==> config.mk <==
export PLATFORM = sky130hd
export DESIGN_NAME = id_ex_bubble_ctrl
export DESIGN_NICKNAME = d
export VERILOG_FILES = /design/src/rtl/id_ex_bubble_ctrl.sv
export SDC_FILE = /design/constraint.sdc
export NUM_CORES = 1
export LEC_CHECK = 0
export ABC_AREA = 1
export BUFFER_PORTS_ARGS = -buffer_cell sky130_fd_sc_hd__clkbuf_2
export CORE_ASPECT_RATIO = 0.6
export CORE_UTILIZATION = 46
export CTS_BUF_LIST = sky130_fd_sc_hd__clkbuf_16
export CTS_CLUSTER_DIAMETER = 60
export DETAILED_ROUTE_END_ITERATION = 8
export GPL_ROUTABILITY_DRIVEN = 0
export PLACE_DENSITY = 0.72
export SYNTH_ARGS = -nofsm -noshare
export SYNTH_HDL_FRONTEND = slang
export SYNTH_SLANG_ARGS = --single-unit
export TNS_END_PERCENT = 5
==> constraint.sdc <==
create_clock -name clk -period 3.4 [get_ports clk]
set_clock_uncertainty 0.15 [all_clocks]
set_input_delay 0.34 -clock clk [delete_from_list [all_inputs] [get_ports clk]]
set_output_delay 0.34 -clock clk [all_outputs]
set_load 0.01 [all_outputs]
==> src/rtl/id_ex_bubble_ctrl.sv <==
// ID/EX control-pipeline register with load-use hazard detection, multi-cycle
// bubble insertion, flush/hold handling and a saturating bubble counter.
module id_ex_bubble_ctrl #(
  parameter int                 CTRL_W       = 13,
  parameter int                 MEMRD_BIT    = 2,
  parameter int                 REG_AW       = 5,
  parameter int                 STALL_CYCLES = 1,
  parameter logic [CTRL_W-1:0]  BUBBLE_VAL   = '0,
  parameter int                 CNT_W        = 16
) (
  input  logic              clk,
  input  logic              rst_n,
  input  logic [CTRL_W-1:0] id_ctrl,
  input  logic              id_valid,
  input  logic [REG_AW-1:0] id_rs,
  input  logic [REG_AW-1:0] id_rt,
  input  logic [REG_AW-1:0] id_rd,
  input  logic              flush,
  input  logic              hold,
  output logic [CTRL_W-1:0] ex_ctrl,
  output logic              ex_valid,
  output logic [REG_AW-1:0] ex_rd,
  output logic              stall,
  output logic [CNT_W-1:0]  bubble_cnt
);

  typedef enum logic {ST_RUN, ST_STALL} state_t;

  state_t              state, state_nxt;
  logic [3:0]          rem, rem_nxt;
  logic [CTRL_W-1:0]   ex_ctrl_p1;
  logic                vld_p1;
  logic [REG_AW-1:0]   ex_rd_p1;
  logic [CNT_W-1:0]    cnt_q;
  logic                haz;
  logic                load_bubble;
  logic                load_id;
  logic                cnt_inc;

  function automatic logic [CNT_W-1:0] sat_inc(input logic [CNT_W-1:0] v);
    return (&v) ? v : v + 1'b1;
  endfunction

  // Load in EX writing a nonzero register that the ID instruction reads
  assign haz = vld_p1 & ex_ctrl_p1[MEMRD_BIT] & (ex_rd_p1 != '0) & id_valid &
               ((ex_rd_p1 == id_rs) | (ex_rd_p1 == id_rt));

  always_ff @(posedge clk or negedge rst_n) begin
    if (!rst_n) begin
      state <= ST_RUN;
      rem   <= 4'd0;
    end else begin
      state <= state_nxt;
      rem   <= rem_nxt;
    end
  end

  always_comb begin
    state_nxt   = state;
    rem_nxt     = rem;
    load_bubble = 1'b0;
    load_id     = 1'b0;
    cnt_inc     = 1'b0;
    if (flush) begin
      state_nxt   = ST_RUN;
      rem_nxt     = 4'd0;
      load_bubble = 1'b1;
    end else if (hold) begin
      // everything freezes, including a pending bubble sequence
    end else if (state == ST_STALL) begin
      load_bubble = 1'b1;
      cnt_inc     = 1'b1;
      rem_nxt     = rem - 4'd1;
      if (rem <= 4'd1) state_nxt = ST_RUN;
    end else if (haz) begin
      load_bubble = 1'b1;
      cnt_inc     = 1'b1;
      if (STALL_CYCLES > 1) begin
        state_nxt = ST_STALL;
        rem_nxt   = 4'(STALL_CYCLES - 1);
      end
    end else begin
      load_id = 1'b1;
    end
  end

  always_comb begin
    stall = ~flush & (hold | (state == ST_STALL) | haz);
  end

  // ID -> EX stage boundary
  always_ff @(posedge clk or negedge rst_n) begin
    if (!rst_n) begin
      ex_ctrl_p1 <= BUBBLE_VAL;
      vld_p1     <= 1'b0;
      ex_rd_p1   <= '0;
      cnt_q      <= '0;
    end else begin
      if (load_bubble) begin
        ex_ctrl_p1 <= BUBBLE_VAL;
        vld_p1     <= 1'b0;
        ex_rd_p1   <= '0;
      end else if (load_id) begin
        ex_ctrl_p1 <= id_ctrl;
        vld_p1     <= id_valid;
        ex_rd_p1   <= id_rd;
      end
      if (cnt_inc) cnt_q <= sat_inc(cnt_q);
    end
  end

  assign ex_ctrl    = ex_ctrl_p1;
  assign ex_valid   = vld_p1;
  assign ex_rd      = ex_rd_p1;
  assign bubble_cnt = cnt_q;

endmodule

# == Word level (Yosys, flattened, before mapping) ==
# Index checks and enable logic that the tools add are counted.
# totals
reg_bits,40
in_bits,33
out_inout_bits,36
elab_cells,50
# op_classes
addsub,2
n_lt_le_gt_ge,1
eq_ne,3
muxes,22
bitwise,10
reduce_logical,6
# op_table
operator,count
$mux W13,2
$add A16 B1 Y16 const B,1
$reduce_and A16 Y1,1
$mux W1,15
$mux W4,3
$eq A5 B5 Y1,2
$mux W5,2
$and A1 B1 Y1,5
$reduce_bool A5 Y1,1
$le A4 B1 Y1 const B,1
$reduce_and A2 Y1,2
$reduce_bool A2 Y1,2
$sub A4 B1 Y4 const B,1
$or A1 B1 Y1,3
$ne A2 B2 Y1 const B,1
$not A1 Y1,2

# == Logic depth before layout (Yosys ltp) ==
# Gate-level depths: netlist of run 1.
# depth
depth_word,10
ltp_mapped,12
depth_no_buf,11

# == Worst setup path after synthesis of run 1 ==
# No wires, ideal clock.
# synth_timing
path_type,reg2reg
start,register cnt_q[0] (netlist: bubble_cnt[0])
end,register cnt_q[14] (netlist: bubble_cnt[14])
setup_time_ns,0.118
arrival_ns,1.405
t_required_ns,3.132
slack_ns,1.727
stages_incl_launch_ff,10
path_buffers,0
synth_period_minus_slack_ns,1.673
path_cell_list,dfrtp_1 ha_1 nand3_1 inv_2 nand3_2 nor2_1 nand2_1 xnor2_1 nand4_1 nand2_1
# synth_via
elab_chain_len,3
elab_cells_between_ends,4
cone_classes,add/sub: 1; bitwise: 1; reduce/logical: 2
# synth_lines
element,line,text
from (decl),34,logic [CNT_W-1:0] cnt_q;
from (signal assigned),108,if (cnt_inc) cnt_q <= sat_inc(cnt_q);
"parallel branches: the longest is 3 deep, another holds $add A16 B1 Y16",--,
# Several ways; the timed one is not identified.
# A chain may end at the register's enable or synchronous reset.

# == Final worst setup path of run 1 ==
# layout_timing
start,register ex_rd_p1[0] (netlist: ex_rd[0])
end,output port stall
# layout_via
elab_chain_len,6
elab_cells_between_ends,9
cone_classes,eq/ne: 2; bitwise: 6; reduce/logical: 1
# layout_lines
element,line,text
from (decl),33,logic [REG_AW-1:0] ex_rd_p1;
from (signal assigned),106,ex_rd_p1 <= id_rd;
$reduce_bool A5 Y1,45,assign haz = vld_p1 & ex_ctrl_p1[MEMRD_BIT] & (ex_rd_p1 != '0) & id_valid &
$and A1 B1 Y1 (2 in series),45,
$and A1 B1 Y1 *,45,
$or A1 B1 Y1 *,88,stall = ~flush & (hold | (state == ST_STALL) | haz);
$and A1 B1 Y1 *,88,
to (decl),23,"output logic stall,"
# Mark *: on every way between the ends. The rest lies on a longest branch, timed or not.

==> metrics.md, run 1 <==
| Metric | Value |
|---|---|
| Status | finished, final reports clean |
| Initial antenna violation count | 0 |
| Die width | between 90 and 100 um |
| Clock Sinks | 40 |
| Critical path depth in cells | 9 |
| Via density | around 5.3 |
| Setup CP Type | register to primary output |
| Synth Net Count | 330 |
| Largest net degree at the start of global routing | 42 |
| Cell Rows | 19 |
| Core Area | 4710 um^2 |
| Vias in the first global route | about 2100 |
| Max Buffers Root-to-Sink | 2 |
| Post-route cell area | 2810 um^2 |
| Final setup viols | 0 |
| Syn-to-layout area delta | 20.9% |
| Worst R2R Setup Slack | 1390 ps |
| Synth area leaders | dfrtp_1, nand2_1, nand3_1 |
| Worst-margin pin slew | 974 ps |
| Global-route usage over all layers | between 20% and 30% |
| RSZ-0062 raised after global routing | false |
| Slowest cell delay on critical path | between 400 and 500 ps |
| Peak supply drop | between 200 and 250 uV |
| Layout cells sized above 1 | around a quarter |
| Family with the most delay on the worst path | simple AND/OR/NAND/NOR gates |
| Register area share after synthesis | roughly 43% |
| Syn Inst Count | around 300 |
| Period minus WS final | approximately 2100 ps |
| Cell taking the most area after synthesis | dfrtp_1 |
| Hold WC Path Type | primary input to asynchronous set/reset pin |
| Die height | around 57 um |
| Crit path launch | ex_rd[0]$_DFFE_PN0P_ |
| Leak Pwr | around 0.0015 uW |
| Max Cap Violations | 0 |
| Final hold vios | 0 |
| Netlist cell types | 32 |
| Inserted Diodes | 0 |
| Worst setup EP type | primary output |
| Commonest non-fill, non-tap cell in the layout | nand2_1 |
| Die area | ~5300 um^2 |
| Root Buffer | clkbuf_16 |
| Post-CTS Hold Fix Bufs | 0 |
| Slew HR | 35.1% |
| Resize count post-CTS | 0 |
| Layout net count | approximately 390 |
| Placement Cell Area | ~2700 um^2 |
| Crit path DAT | around 1600 ps |
| First-pass GRT wire length | 9.94 mm |
| DR DRC count | 0 |
| Final ANT Viol Nets | 0 |
| Buf/Inv on CP | 2 |
| Synth Area per Inst | 7.90 um^2 |
| H-tree depth | 2 |
| Detailed-placement wirelength estimate | 4.04 mm |
| Initial core utilization | 49.4% |
| R2R cell count | 7 |
| CP cell instances | inv_1 > nand2_1 > nand2_1 > nor2_2 > nand3_2 > nand2_2 > nand2_4 > a31oi_1 > clkbuf_2 |
| R2R Path Start | bubble_cnt[0]$_DFFE_PN0P_ |
| TritonCTS buffer count | 5 |
| Final period util | 62.0% |
| I/O pin total | 69 |
| Gr ovfl total | 0 |
| 1st-iter DRT viols | 135 |
| Pre-antenna DRT Iters | 4 |
| Via count | 2239 |
| Final Max Slew Viols | 0 |
| P per Cell Area | around 380 nW/um^2 |
| Worst Path Max Fanout | 6 |
| Critical Path RT | approximately 2900 ps |
| Seq cells post-synth | 40 |
| IO buf count | around 70 |
| Most frequent cells in the layout | nand2_1, clkbuf_2, nand3_1 |
| WL final | 5.70 mm |
| Clock latency on the worst-skew pair | approximately 280 ps |
| Post-CTS setup buffer count | 0 |
| Syn. warnings | 0 |
| Achievable Freq | approximately 470 MHz |
| Syn Std Cell Area | 2320 um^2 |
| Clock-pin transition on the worst setup and hold timing paths | 60 ps |
| CTS tree | built |
| Most used cell, CP | nand2_1 |
| CP max-delay cell | dfrtp_1 |
| Fillers | roughly 440 |
| Worst setup SP type | register |
| Routed len/inst | 13.5 um |
| Setup TNS | 0 ps |
| Yosys top cell area share | a little over two fifths |
[logic make-up (layout without fill, tap and decap cells)]
family	after synthesis	in the layout	share of synthesized area, %
adder cells (fa/ha/maj)	3	3	1.62
AND/OR/NAND/NOR	182	182	38.4
flip-flops	40	40	43.1
buffers and inverters	43	108	8.45
AO/OA/AOI/OAI	14	14	3.88
XOR/XNOR	12	12	4.52
[cell usage after synthesis (all sizes together)]
cell type and count:
xnor2 8, nor3 3, xor2 4, nor4 1, a31oi 2, dfrtp 40
a21oi 4, nand2 89, o21ai 6, clkbuf 6, a211oi 1, nand3 45
o2111ai 1, inv 29, nand4 25, clkinv 2, nor2 19, buf 6
ha 3
[metal layers]
metal  global-route usage (%)  share of wire (%)  up-vias  wire length [um]
met5                        0                  0        -                 0
met4                     6.59               0.54        0                31
met3                     5.87                7.7        5               439
met2                     34.2                 42       95              2410
met1                     36.3                 49     1036              2810
li1                         -                  -     1103                 -
[power by group]
group / internal (uW) / switching [uW]
Sequential: 489 / 10.7
Clock: 266 / 183
Combinational: 40.5 / 69.9
Total: 796 / 264
[worst paths after layout]
path,end
worst max-delay path,stall
worst min-delay path,bubble_cnt[15]$_DFFE_PN0P_
worst max register to register,bubble_cnt[7]$_DFFE_PN0P_
worst min register to register,ex_ctrl[11]$_DFFE_PN0P_
min in group clk,ex_ctrl[1]$_DFFE_PN0P_
max in group asynchronous,ex_rd[0]$_DFFE_PN0P_
[state kept, by name, summed over array words and instances, names as in the netlist]
name        flops
ex_ctrl        13
state           1
bubble_cnt     16
rem             4
ex_rd           5
ex_valid        1
[cell type report]
class	instances	area (um^2)	area share, %
flip-flops and latches	40	1000	35.6
clock buffers	5	125	4.45
clock inverters	3	13.8	0.490
repair buffers	69	348	12.4
well taps	63	78.8	2.81
multi-input cells	211	1130	40.1
inverters	31	116	4.14
[metrics by stage]
stage	power, uW	hold slack (ps)	util (%)	setup WS [ps]	instances
finish	1060	58.4	59.7	1290	422
global placement	616	334	56.7	1450	414
floorplan	565	-106	-	1730	294
global route	1110	135	59.7	1140	422
CTS	1070	103	59.7	1290	422
detailed placement	619	349	56.7	1450	414
No activity file was read; power rests on OpenSTA's default activity.
==> run 2, diff against run 1 <==
Settings changed: ABC_AREA 1 to 0, PLACE_DENSITY 0.72 to 0.76.
Clock period 3.4 ns to 1.7 ns, I/O delays scaled along.
==> run 2 against run 1 <==
Against the previous run: the run now ends with setup timing left; wire length hardly changed; hold slack got worse by 56 ps; sequential cell count unchanged; global-route usage rose by 1.3 points; non-clock buffer count rose by 61; clock-buffer cell count unchanged; setup slack lost 1600 ps; register-to-register slack got worse by 1700 ps; sequential power up 99%; power is 100% higher; largest power group unchanged.
==> metrics.md, run 2 <==
| Metric | Value |
|---|---|
| FFs w/ async S/R, synth | between 90% and 100% |
| Post-synth top cells | dfrtp_1, nand2_1, xor2_1, nand3_1 |
| Peak supply drop | between 500 and 600 uV |
| Achievable Freq | around 500 MHz |
| Layout cells sized above 1 | 49.9% |
| Layout net count | 370 |
| Post-route cell area | between 3000 and 4000 um^2 |
| Synth Area per Inst | 10.4 um^2 |
| Synth area leaders | dfrtp_1, xor2_1, nand2_1 |
| R2R Path Start | ex_rd[0]$_DFFE_PN0P_ |
| Final period util | 119% |
| Die width | 90.3 um |
| Hold Crit Depth | 3 |
| Cell Rows | 18 |
| Hold WC Path Type | primary input to register |
| I/O pin total | 69 |
| Root Buffer | clkbuf_16 |
| Final hold vios | 0 |
| Via count | roughly 2000 |
| Yosys top cell area share | 46.5% |
| Worst setup EP type | primary output |
| Leading register cell type out of synthesis | dfrtp_1 |
| Slew HR | around 66% |
| RSZ-0062 raised after global routing | true |
| Cell taking the most area after synthesis | dfrtp_1 |
| Final Util | 75.9% |
| Final ANT Viol Nets | 0 |
| Period minus WS final | 2020 ps |
| Seq cells post-synth | 40 |
| Die area | approximately 5000 um^2 |
| Worst Hold Launch | id_ctrl[11] |
| Worst R2R Setup Slack | -310 ps |
| Max reg flops | 16 |
| Die height | 55.0 um |
| Core Area | approximately 4300 um^2 |
| Syn Std Cell Area | ~2200 um^2 |
| Worst-margin pin slew | slightly above 500 ps |
| Leak Pwr | around 0.0016 uW |
| IO buf count | ~70 |
| H-tree depth | 2 |
| First-pass GRT wire length | 9.52 mm |
| Violated checks | setup timing |
| Gr ovfl total | 0 |
| Initial core utilization | about half |
| Status | complete, but fails checks |
| Pre-antenna DRT Iters | 4 |
| Hold EP | ex_ctrl[11]$_DFFE_PN0P_ |
| CTS tree | built |
| Worst setup margin | -320 ps |
| 1st-iter DRT viols | 116 |
| Clock Sinks | 40 |
| Max Buffers Root-to-Sink | 2 |
| WL final | approximately 5.7 mm |
| Total chip power | 2160 uW |
| Syn Inst Count | 207 |
| Most frequent cells in the layout | clkbuf_2, buf_4, dfrtp_1 |
| Clock-pin transition on the worst setup and hold timing paths | around 60 ps |
| Worst Path Max Fanout | 3 |
| Syn. warnings | 0 |
| Crit path launch | ex_rd[0]$_DFFE_PN0P_ |
| Commonest non-fill, non-tap cell in the layout | clkbuf_2 |
| Pre-CTS setup slack | -234 ps |
| Largest net degree at the start of global routing | around 40 |
| Register area share after synthesis | 46.5% |
| EDFF count, synth | 0 |
| Most common cell in the netlist | dfrtp_1 |
| Worst setup SP type | register |
| Clock latency on the worst-skew pair | 280 ps |
| Routed len/inst | 14.4 um |
| Placement Cell Area | roughly 2800 um^2 |
| P per Cell Area | between 600 and 700 nW/um^2 |
| R2R cell count | 8 |
| Netlist cell types | 35 |
| Inserted Diodes | 0 |
| Initial antenna violation count | 0 |
| Syn-to-layout area delta | 51.7% |
| Reg-to-Reg End | bubble_cnt[1]$_DFFE_PN0P_ |
| Via density | 5.03 |
| Vias in the first global route | roughly 1900 |
| DR DRC count | 0 |
| Crit path DAT | approximately 1700 ps |
| Critical Path RT | between 1000 and 1500 ps |
| Setup CP Type | register to primary output |
| Global-route usage over all layers | 25.3% |
| Synth Net Count | 243 |
| Final setup viols | 36 |
| Detailed-placement wirelength estimate | approximately 3.8 mm |
| TritonCTS buffer count | 5 |
| Final Max Slew Viols | 0 |
| Max Cap Violations | 0 |
run 2: cell families (layout without fill, tap and decap cells):
group                      count (synthesis)  count (layout)  share of synthesized area [%]
DFF                                       40              40                           46.5
and+or+nand+nor                           96              96                           27.7
muxes                                      1               1                          0.697
adders and majority gates                  3               3                           1.74
buffers and inverters                     14             142                           3.66
AOI/OAI and AO/OA                         25              25                           8.37
xor gates and xnor gates                  28              28                           11.4
run 2: worst max-delay path by stage:
stage                           endpoint
6_report                           stall
5_1_grt                            stall
3_3_place_gp   bubble_cnt[6]$_DFFE_PN0P_
4_1_cts                            stall
2_1_floorplan  bubble_cnt[1]$_DFFE_PN0P_
3_5_place_dp   bubble_cnt[6]$_DFFE_PN0P_
run 2: power breakdown:
group          internal, uW  switching [uW]  leakage [uW]
registers               977            20.6      0.000537
logic                   143             144       0.00104
clock network           527             344     0.0000738
total                  1650             509       0.00165
run 2: area by class of cell:
cell class | count | area (um^2)
fillers | 292 | 1040
well taps | 60 | 75.1
inverters | 4 | 15.0
flip-flops and latches | 40 | 1000
clock buffers | 5 | 125
repair buffers | 130 | 888
multi-input cells | 153 | 1150
clock inverters | 3 | 11.3
run 2: per-stage QoR:
step	hold slack (ps)	cells	setup TNS, ps
2_1_floorplan	-276	207	-403
3_3_place_gp	106	361	-1800
3_5_place_dp	108	361	-3450
4_1_cts	5.58	394	-4290
5_1_grt	17.9	395	-9700
6_report	2.34	395	-6350
run 2: what timing repair did:
action / CTS / global route
hold buffers: 17 / 0
setup endpoints to repair: 28 / 36
buffers inserted: 8 / 1
endpoints found under the hold margin: 56 / 0
pin swaps: 16 / 12
gates resized for setup: 15 / 6
run 2: worst max-delay path: stages, from the launching register on:
cell     delay (ps)
dfrtp_1         420
xnor2_1         190
nand3_1         110
o22ai_2         230
a21oi_4          80
buf_6           130
a21oi_2         130
buf_2           150
run 2: metal layers:
layer	global-route usage, %	wire (um)
met5	0	0
met4	6.72	65
met3	6.01	367
met2	41.2	2590
met1	34.9	2670
